===== config.mk =====
export PLATFORM = sky130hd
export DESIGN_NAME = piece_mover
export DESIGN_NICKNAME = d
export VERILOG_FILES = /design/src/rtl/piece_mover.sv
export SDC_FILE = /design/constraint.sdc
export NUM_CORES = 1
export LEC_CHECK = 0
export BUFFER_PORTS_ARGS = -buffer_cell sky130_fd_sc_hd__buf_2
export CAP_MARGIN = 10
export CELL_PAD_IN_SITES_DETAIL_PLACEMENT = 1
export CELL_PAD_IN_SITES_GLOBAL_PLACEMENT = 1
export CORE_ASPECT_RATIO = 2
export CORE_MARGIN = 2
export CORE_UTILIZATION = 40
export CTS_BUF_LIST = sky130_fd_sc_hd__clkbuf_2
export DETAILED_ROUTE_END_ITERATION = 6
export GPL_TIMING_DRIVEN = 0
export PLACE_DENSITY = 0.83
export SYNTH_ARGS = -nofsm -noshare
export SYNTH_HDL_FRONTEND = slang
export SYNTH_SLANG_ARGS = --single-unit

===== constraint.sdc =====
create_clock -name Clk -period 3.39 [get_ports Clk]
set_input_delay 0.339 -clock Clk [delete_from_list [all_inputs] [get_ports Clk]]
set_output_delay 0.339 -clock Clk [all_outputs]
set_load 0.03 [all_outputs]

===== src/rtl/piece_mover.sv =====
// Applies gameplay commands to the falling piece; each candidate move is validated by the board checker.
// Commit 2+ cycles after the action; actions arriving while busy are dropped, NotPlay overrides everything.
module piece_mover #(
  parameter int COLS    = 10,
  parameter int ROWS    = 20,
  parameter int SPAWN_X = 3,
  parameter int SPAWN_Y = 0
) (
  input  logic       Clk,
  input  logic       Resetn,
  input  logic [3:0] changeblock,
  input  logic [2:0] next_piece,
  input  logic       chk_ok,
  input  logic       chk_valid,
  output logic       chk_req,
  output logic [3:0] chk_x,
  output logic [4:0] chk_y,
  output logic [1:0] chk_rot,
  output logic [2:0] chk_type,
  output logic [3:0] piece_x,
  output logic [4:0] piece_y,
  output logic [1:0] piece_rot,
  output logic [2:0] piece_type,
  output logic       busy,
  output logic       moved,
  output logic       lock_pulse,
  output logic       game_over
);

  localparam logic [3:0] CODE_NOTPLAY = 4'd0;
  localparam logic [3:0] CODE_DROP    = 4'd2;
  localparam logic [3:0] CODE_LEFT    = 4'd3;
  localparam logic [3:0] CODE_RIGHT   = 4'd4;
  localparam logic [3:0] CODE_DOWN    = 4'd5;
  localparam logic [3:0] CODE_ROTATE  = 4'd6;

  localparam logic [3:0] MAX_X   = 4'(COLS - 1);
  localparam logic [4:0] MAX_Y   = 5'(ROWS - 1);
  localparam logic [3:0] SPAWN_C = 4'(SPAWN_X);
  localparam logic [4:0] SPAWN_R = 5'(SPAWN_Y);

  typedef enum logic [2:0] {
    IDLE,
    CHECK,
    LOCK,
    SPAWN_CHK,
    OVER
  } state_t;

  state_t     state_q, state_d;
  logic       cand_down_q, cand_down_d;
  logic       load_cand;
  logic [3:0] cand_x_d;
  logic [4:0] cand_y_d;
  logic [1:0] cand_rot_d;
  logic [2:0] cand_type_d;
  logic       commit;
  logic       moved_d;
  logic       set_over;
  logic       restart;

  always_comb begin
    state_d     = state_q;
    load_cand   = 1'b0;
    cand_x_d    = piece_x;
    cand_y_d    = piece_y;
    cand_rot_d  = piece_rot;
    cand_type_d = piece_type;
    cand_down_d = cand_down_q;
    commit      = 1'b0;
    moved_d     = 1'b0;
    set_over    = 1'b0;
    restart     = 1'b0;

    if (changeblock == CODE_NOTPLAY) begin
      restart = 1'b1;
      state_d = IDLE;
    end else begin
      case (state_q)
        IDLE: begin
          case (changeblock)
            CODE_LEFT: begin
              if (piece_x != 4'd0) begin
                load_cand   = 1'b1;
                cand_x_d    = piece_x - 4'd1;
                cand_down_d = 1'b0;
                state_d     = CHECK;
              end
            end
            CODE_RIGHT: begin
              if (piece_x != MAX_X) begin
                load_cand   = 1'b1;
                cand_x_d    = piece_x + 4'd1;
                cand_down_d = 1'b0;
                state_d     = CHECK;
              end
            end
            CODE_ROTATE: begin
              load_cand   = 1'b1;
              cand_rot_d  = piece_rot + 2'd1;
              cand_down_d = 1'b0;
              state_d     = CHECK;
            end
            CODE_DROP, CODE_DOWN: begin
              // Stepping off the floor counts as blocked, so lock without asking the checker.
              if (piece_y == MAX_Y) begin
                state_d = LOCK;
              end else begin
                load_cand   = 1'b1;
                cand_y_d    = piece_y + 5'd1;
                cand_down_d = 1'b1;
                state_d     = CHECK;
              end
            end
            default: ;
          endcase
        end
        CHECK: begin
          if (chk_valid) begin
            if (chk_ok) begin
              commit  = 1'b1;
              moved_d = 1'b1;
              state_d = IDLE;
            end else begin
              state_d = cand_down_q ? LOCK : IDLE;
            end
          end
        end
        LOCK: begin
          load_cand   = 1'b1;
          cand_x_d    = SPAWN_C;
          cand_y_d    = SPAWN_R;
          cand_rot_d  = 2'd0;
          cand_type_d = next_piece;
          cand_down_d = 1'b0;
          state_d     = SPAWN_CHK;
        end
        SPAWN_CHK: begin
          if (chk_valid) begin
            if (chk_ok) begin
              commit  = 1'b1;
              state_d = IDLE;
            end else begin
              set_over = 1'b1;
              state_d  = OVER;
            end
          end
        end
        OVER:    ;
        default: state_d = IDLE;
      endcase
    end
  end

  always_ff @(posedge Clk) begin
    if (!Resetn) begin
      state_q     <= IDLE;
      piece_x     <= SPAWN_C;
      piece_y     <= SPAWN_R;
      piece_rot   <= 2'd0;
      piece_type  <= 3'd0;
      chk_x       <= 4'd0;
      chk_y       <= 5'd0;
      chk_rot     <= 2'd0;
      chk_type    <= 3'd0;
      cand_down_q <= 1'b0;
      moved       <= 1'b0;
      game_over   <= 1'b0;
    end else begin
      state_q <= state_d;
      moved   <= moved_d;
      if (load_cand) begin
        chk_x       <= cand_x_d;
        chk_y       <= cand_y_d;
        chk_rot     <= cand_rot_d;
        chk_type    <= cand_type_d;
        cand_down_q <= cand_down_d;
      end
      if (restart) begin
        piece_x    <= SPAWN_C;
        piece_y    <= SPAWN_R;
        piece_rot  <= 2'd0;
        piece_type <= next_piece;
        game_over  <= 1'b0;
      end else begin
        if (commit) begin
          piece_x    <= chk_x;
          piece_y    <= chk_y;
          piece_rot  <= chk_rot;
          piece_type <= chk_type;
        end
        if (set_over) game_over <= 1'b1;
      end
    end
  end

  // The candidate registers are held while the request is up, so chk_req can follow state directly.
  assign chk_req    = (state_q == CHECK) || (state_q == SPAWN_CHK);
  assign busy       = (state_q != IDLE);
  assign lock_pulse = (state_q == LOCK);

endmodule

Word-level counts from Yosys, hierarchy flattened:

Index checks and enable logic that the tools add are counted.

* output and inout bits: 33
* bits in writable memories: 0
* latch bits: 0
* flip-flop bits (word level): 34
* bits in read-only memories: 0
* input bits: 11
* logic and storage cells: 97
* memories kept: 0

* multipliers: 0
* div/mod/pow operators: 0
* bitwise logic cells: 4
* equality and inequality tests: 17
* mux-type cells: 46
* magnitude comparators: 0
* shift-type cells: 0
* add/sub/neg operators: 4
* reductions and logical operators: 14

Operator list (count)
* 2-to-1 mux 3 bit: 9
* 2-to-1 mux 1 bit: 16
* case mux 4 bit (2 select lines): 2
* 2-to-1 mux 5 bit: 3
* case mux 3 bit (5 select lines): 1
* == test 4 x 3 -> 1 bit, second input constant: 3
* 2-to-1 mux 4 bit: 3
* case mux 3 bit (4 select lines): 1
* 2-to-1 mux 2 bit: 5
* case mux 5 bit (2 select lines): 1
* inequality test 3 bit, second input constant: 3
* == test 4 x 2 -> 1 bit, second input constant: 2
* case mux 1 bit (4 select lines): 2
* OR reduction 2 bit: 4
* AND reduction 7 bit: 1
* == test 3 x 2 -> 1 bit, second input constant: 2
* AND reduction 6 bit: 1
* adder 5 x 1 -> 5 bit, second input constant: 1
* == test 5 bit, second input constant: 1
* inequality test 5 x 2 -> 1 bit, second input constant: 1
* adder 4 x 1 -> 4 bit, second input constant: 1
* logical NOT 4 bit: 1
* inequality test 2 bit, second input constant: 2
* inequality test 4 bit, second input constant: 1
* 13 further kinds: 18

Depth between registers and ports, before layout:

* word-level depth: 6
* gate-level depth with buffers: 8
* gate-level depth less buffers: 7

Worst setup path before layout:

Ideal clock, no wire load.

* path type: register -> register
* start: register piece_y[0]
* end: register chk_x[3]
* slack: 1.304 ns
* arrival: 2.014 ns
* cell stages (with the launch flop): 8
* library setup time: 0.072 ns
* period minus slack after synthesis: 2.086 ns
* buffers on the path: 1
* data required time: 3.318 ns
* cells stage by stage: dfxtp_1 -> ha_1 -> nand4bb_1 -> o21a_1 -> o41ai_2 -> buf_6 -> nand2_1 -> a21oi_1

* longest elaborated chain between the ends: 5

Ends and longest elaborated chain
* start: declaration: RTL line 21 `output logic [4:0] piece_y,`
* start signal: assignment: RTL line 188 `piece_y <= chk_y;`
* == test 5 bit: RTL line 106 `if (piece_y == MAX_Y) begin`
* 2-to-1 mux 1 bit: RTL line 106
* case mux 1 bit (4 select lines): RTL line 81 `case (changeblock)`
* case mux 1 bit (2 select lines): RTL line 79 `case (state_q)`
* 2-to-1 mux 1 bit: RTL line 75 `if (changeblock == CODE_NOTPLAY) begin`
* end signal: assignment: RTL line 173 `chk_x <= cand_x_d;`
* end: declaration: RTL line 16 `output logic [3:0] chk_x,`

No other way between the ends.
A chain may end at the register's enable or synchronous reset.

Final worst setup path:

* start: register piece_y[0]
* end: register chk_y[4]

* longest elaborated chain between the ends: 5
* elaborated cells on any way between the ends: 10
* classes of those cells: 1 x add/sub; 1 x eq/ne; 8 x mux

Ends and longest elaborated chain
* adder 5 x 1 -> 5 bit / == test 5 bit (equally long branches): RTL line 110, 106
* 2-to-1 mux 5 bit / 2-to-1 mux 1 bit (equally long branches): RTL line 106
* 2-to-1 mux 5 bit / case mux 1 bit (4 select lines) (equally long branches): RTL line 81
* case mux 5 bit (2 select lines) / case mux 1 bit (2 select lines) (equally long branches): RTL line 79
* 2-to-1 mux 5 bit / 2-to-1 mux 1 bit (equally long branches): RTL line 75
* end signal: assignment: RTL line 174 `chk_y <= cand_y_d;`
* end: declaration: RTL line 17 `output logic [4:0] chk_y,`

Parallel ways exist; a longest one is shown, timed or not.

==> results.ini <==
[final_layout]
stdcell_count=330
utilization_pct=48.0
drive_gt1_share_pct=25.1
num-nets-final=289
area_growth_pct=16.7
antenna_cells=0

[critical_path]
critPathLaunchType=flip-flop
path_class=flip-flop to flip-flop
end_kind=flip-flop
cp_data_arrival_time_ns=2.71
reg2reg_slack_ns=0.98
critPathMaxFanout=10
crit_required_ns=3.69

[clock_tree]
clk_path_buf_depth=2
cts_tree=built
h-tree-depth=2
post_cts_buffers=0
root_buffer=clkbuf_2
cts.repair.resized=0
worstSkewPairLatency_ns=0.39
clkTransAtPathRegs_ns=0.19
ctsHoldBuffers=0
cts_sinks=34
cts_made_buffers=5

[yosys]
ys_types=49
syn_avg_cell_area_um2=8.29
synth_seq_area_share_pct=36.3
synthCells=226
synth_area_leaders=dfxtp_1, nand2_1, nor2_1, nand3_1, a21oi_1
yosys_register_bits=34
ys_warn_count=0
synth_fp_nets=241
yosysTopAreaCell=dfxtp_1
synth_top_area_share_pct=36.3
netlist_area_um2=1870
synth_ff_type=dfxtp_1
synth_edf_count=0
async_reset_ff_share_pct=0

[placed_design]
place.gp.congestion=0.843
io_buffer_count=41
dpl.cell_count=322
hpwl_mm=4.49

[global_routing]
grt_max_degree=11
grt.overflow.total=0
grtUsageTotal_pct=23.2
grt_pass1_vias=1852
grt_pass1_wl_mm=9.18
antenna_found_initial=0

[floorplan]
start_util_pct=41.1
core_um2=4550
die-width_um=52.4
die_area_um2=5280
rows=35
ios=44
die_h_um=101

[sta]
hold_viol_final=0
max_freq_mhz=415
min_period_ns=2.41
rsz0062_at_grt=false
finalCritPeriodShare_pct=71.1
final.setup.tns_ns=0
tightest_slew_ns=0.800
finalMaxSlewViolations=0
final-setup-viol-count=0
clock_skew_ns=0.00944
max_slew_margin_pct=46.3

[hold_path]
hold_path.class=input port to flip-flop

[route]
num_vias=1912
drt-initial-drc-count=30
antenna_left=0
wirelength_mm=5.70
viasPerCell=5.79
avgRoutedWirePerCell_um=17.3
remaining_drc_errors=0
first_pass_iters=4

[power_and_ir_drop]
peakVddDrop_v=0.000202
leakage_nw=0.867
powerDensity_nw_per_um2=355

[run]
drv_cap=0

[outcome]
status=complete, no violations

-- where the power goes --
group	total, W	internal, W	switching [W]	leakage (nW)
clock network	0.000197	0.0000507	0.000146	0.0304
logic	0.000156	0.0000517	0.000105	0.561
registers	0.000422	0.000412	0.0000100	0.276
-- logic make-up (layout without fill, tap and decap cells) --
kind of cell / count (synthesis) / after routing / share of synthesized area [%]
AND/OR/NAND/NOR: 104 / 104 / 27.7
AO/OA/AOI/OAI: 52 / 52 / 22.6
flip-flops: 34 / 34 / 36.3
buffers and inverters: 22 / 71 / 5.61
multiplexers: 6 / 6 / 3.21
adder cells (fa/ha/maj): 4 / 4 / 2.67
XOR/XNOR: 4 / 4 / 1.87
-- final timing paths --
| check | startpoint | to | cells past startpoint |
|---|---|---|---|
| worst min-delay path | next_piece[1] | piece_type[1] | 3 |
| worst max-delay path | piece_y[0] | chk_y[4] | 7 |
| worst max register to register | piece_y[0] | chk_y[4] | 7 |
| worst min register to register | chk_rot[1] | piece_rot[1] | 2 |
-- flip-flops by register name (all words and copies together), names as in the netlist --
| register | count |
|---|---|
| chk_x | 4 |
| moved | 1 |
| piece_type | 3 |
| piece_y | 5 |
| chk_y | 5 |
| chk_rot | 2 |
| state_q | 3 |
| cand_down_q | 1 |
| chk_type | 3 |
| game_over | 1 |
| piece_rot | 2 |
| piece_x | 4 |
-- worst max-delay path: stages, from the launching register on --
cell and delay (ns):
dfxtp_1 0.50, ha_1 0.26, nand4bb_1 0.20, o21a_1 0.27
o41ai_2 0.70, buf_6 0.23, nand3_1 0.08, o41ai_1 0.08
-- placed cells by master, fill, tap and decap left out, types with 7 or more instances in the layout --
cell,n
nor2_1,22
buf_2,47
inv_1,7
nand2_1,38
nand3_1,14
a21oi_1,12
nor3_1,10
dfxtp_1,34
-- area by class of cell --
type	instances	area, µm²
fillers	609	2370
multi-input cells	170	1090
flip-flops and latches	34	681
repair buffers	41	205
plain buffers	15	78.8
well taps	55	68.8
clock buffers	6	30.0
inverters	7	26.3
clock inverters	2	8.76
-- per-layer routing --
layer  track usage (%)  vias to the layer above  part of all wire, %
li1                  -                      915                    -
met1              24.4                      944                   37
met2              42.4                       40                   56
met3              3.26                       13                  3.2
met4              11.8                        0                  3.4
met5                 0                        -                    0
-- Yosys cell counts, types with 2 or more instances --
cell type / number
nand3_1: 14
nor4bb_1: 2
xnor2_1: 3
nor2_2: 2
a21oi_1: 12
dfxtp_1: 34
nor3_1: 10
o2111ai_1: 3
o21ai_0: 3
inv_1: 7
nand4bb_1: 2
nor2_1: 22
a211oi_1: 4
buf_6: 2
o31ai_1: 5
a311oi_2: 4
ha_1: 4
nand2_1: 38
mux2i_1: 6
a31oi_1: 4
nor4b_1: 3
and3_1: 3
o21ai_1: 2
a32o_1: 2
clkbuf_1: 6
buf_2: 6
-- per-stage QoR --
stage,cell area (µm²),hold slack [ns],worst slack (ns),power (W)
after global routing,2190,0.236,0.764,0.000809
after global placement,2150,0.451,1.09,0.000583
after floorplan,1870,0.469,1.30,0.000538
after detailed placement,2150,0.471,1.01,0.000587
after CTS,2190,0.235,0.971,0.000779
final,2190,0.232,0.979,0.000776
No activity file was read; power rests on OpenSTA's default activity.
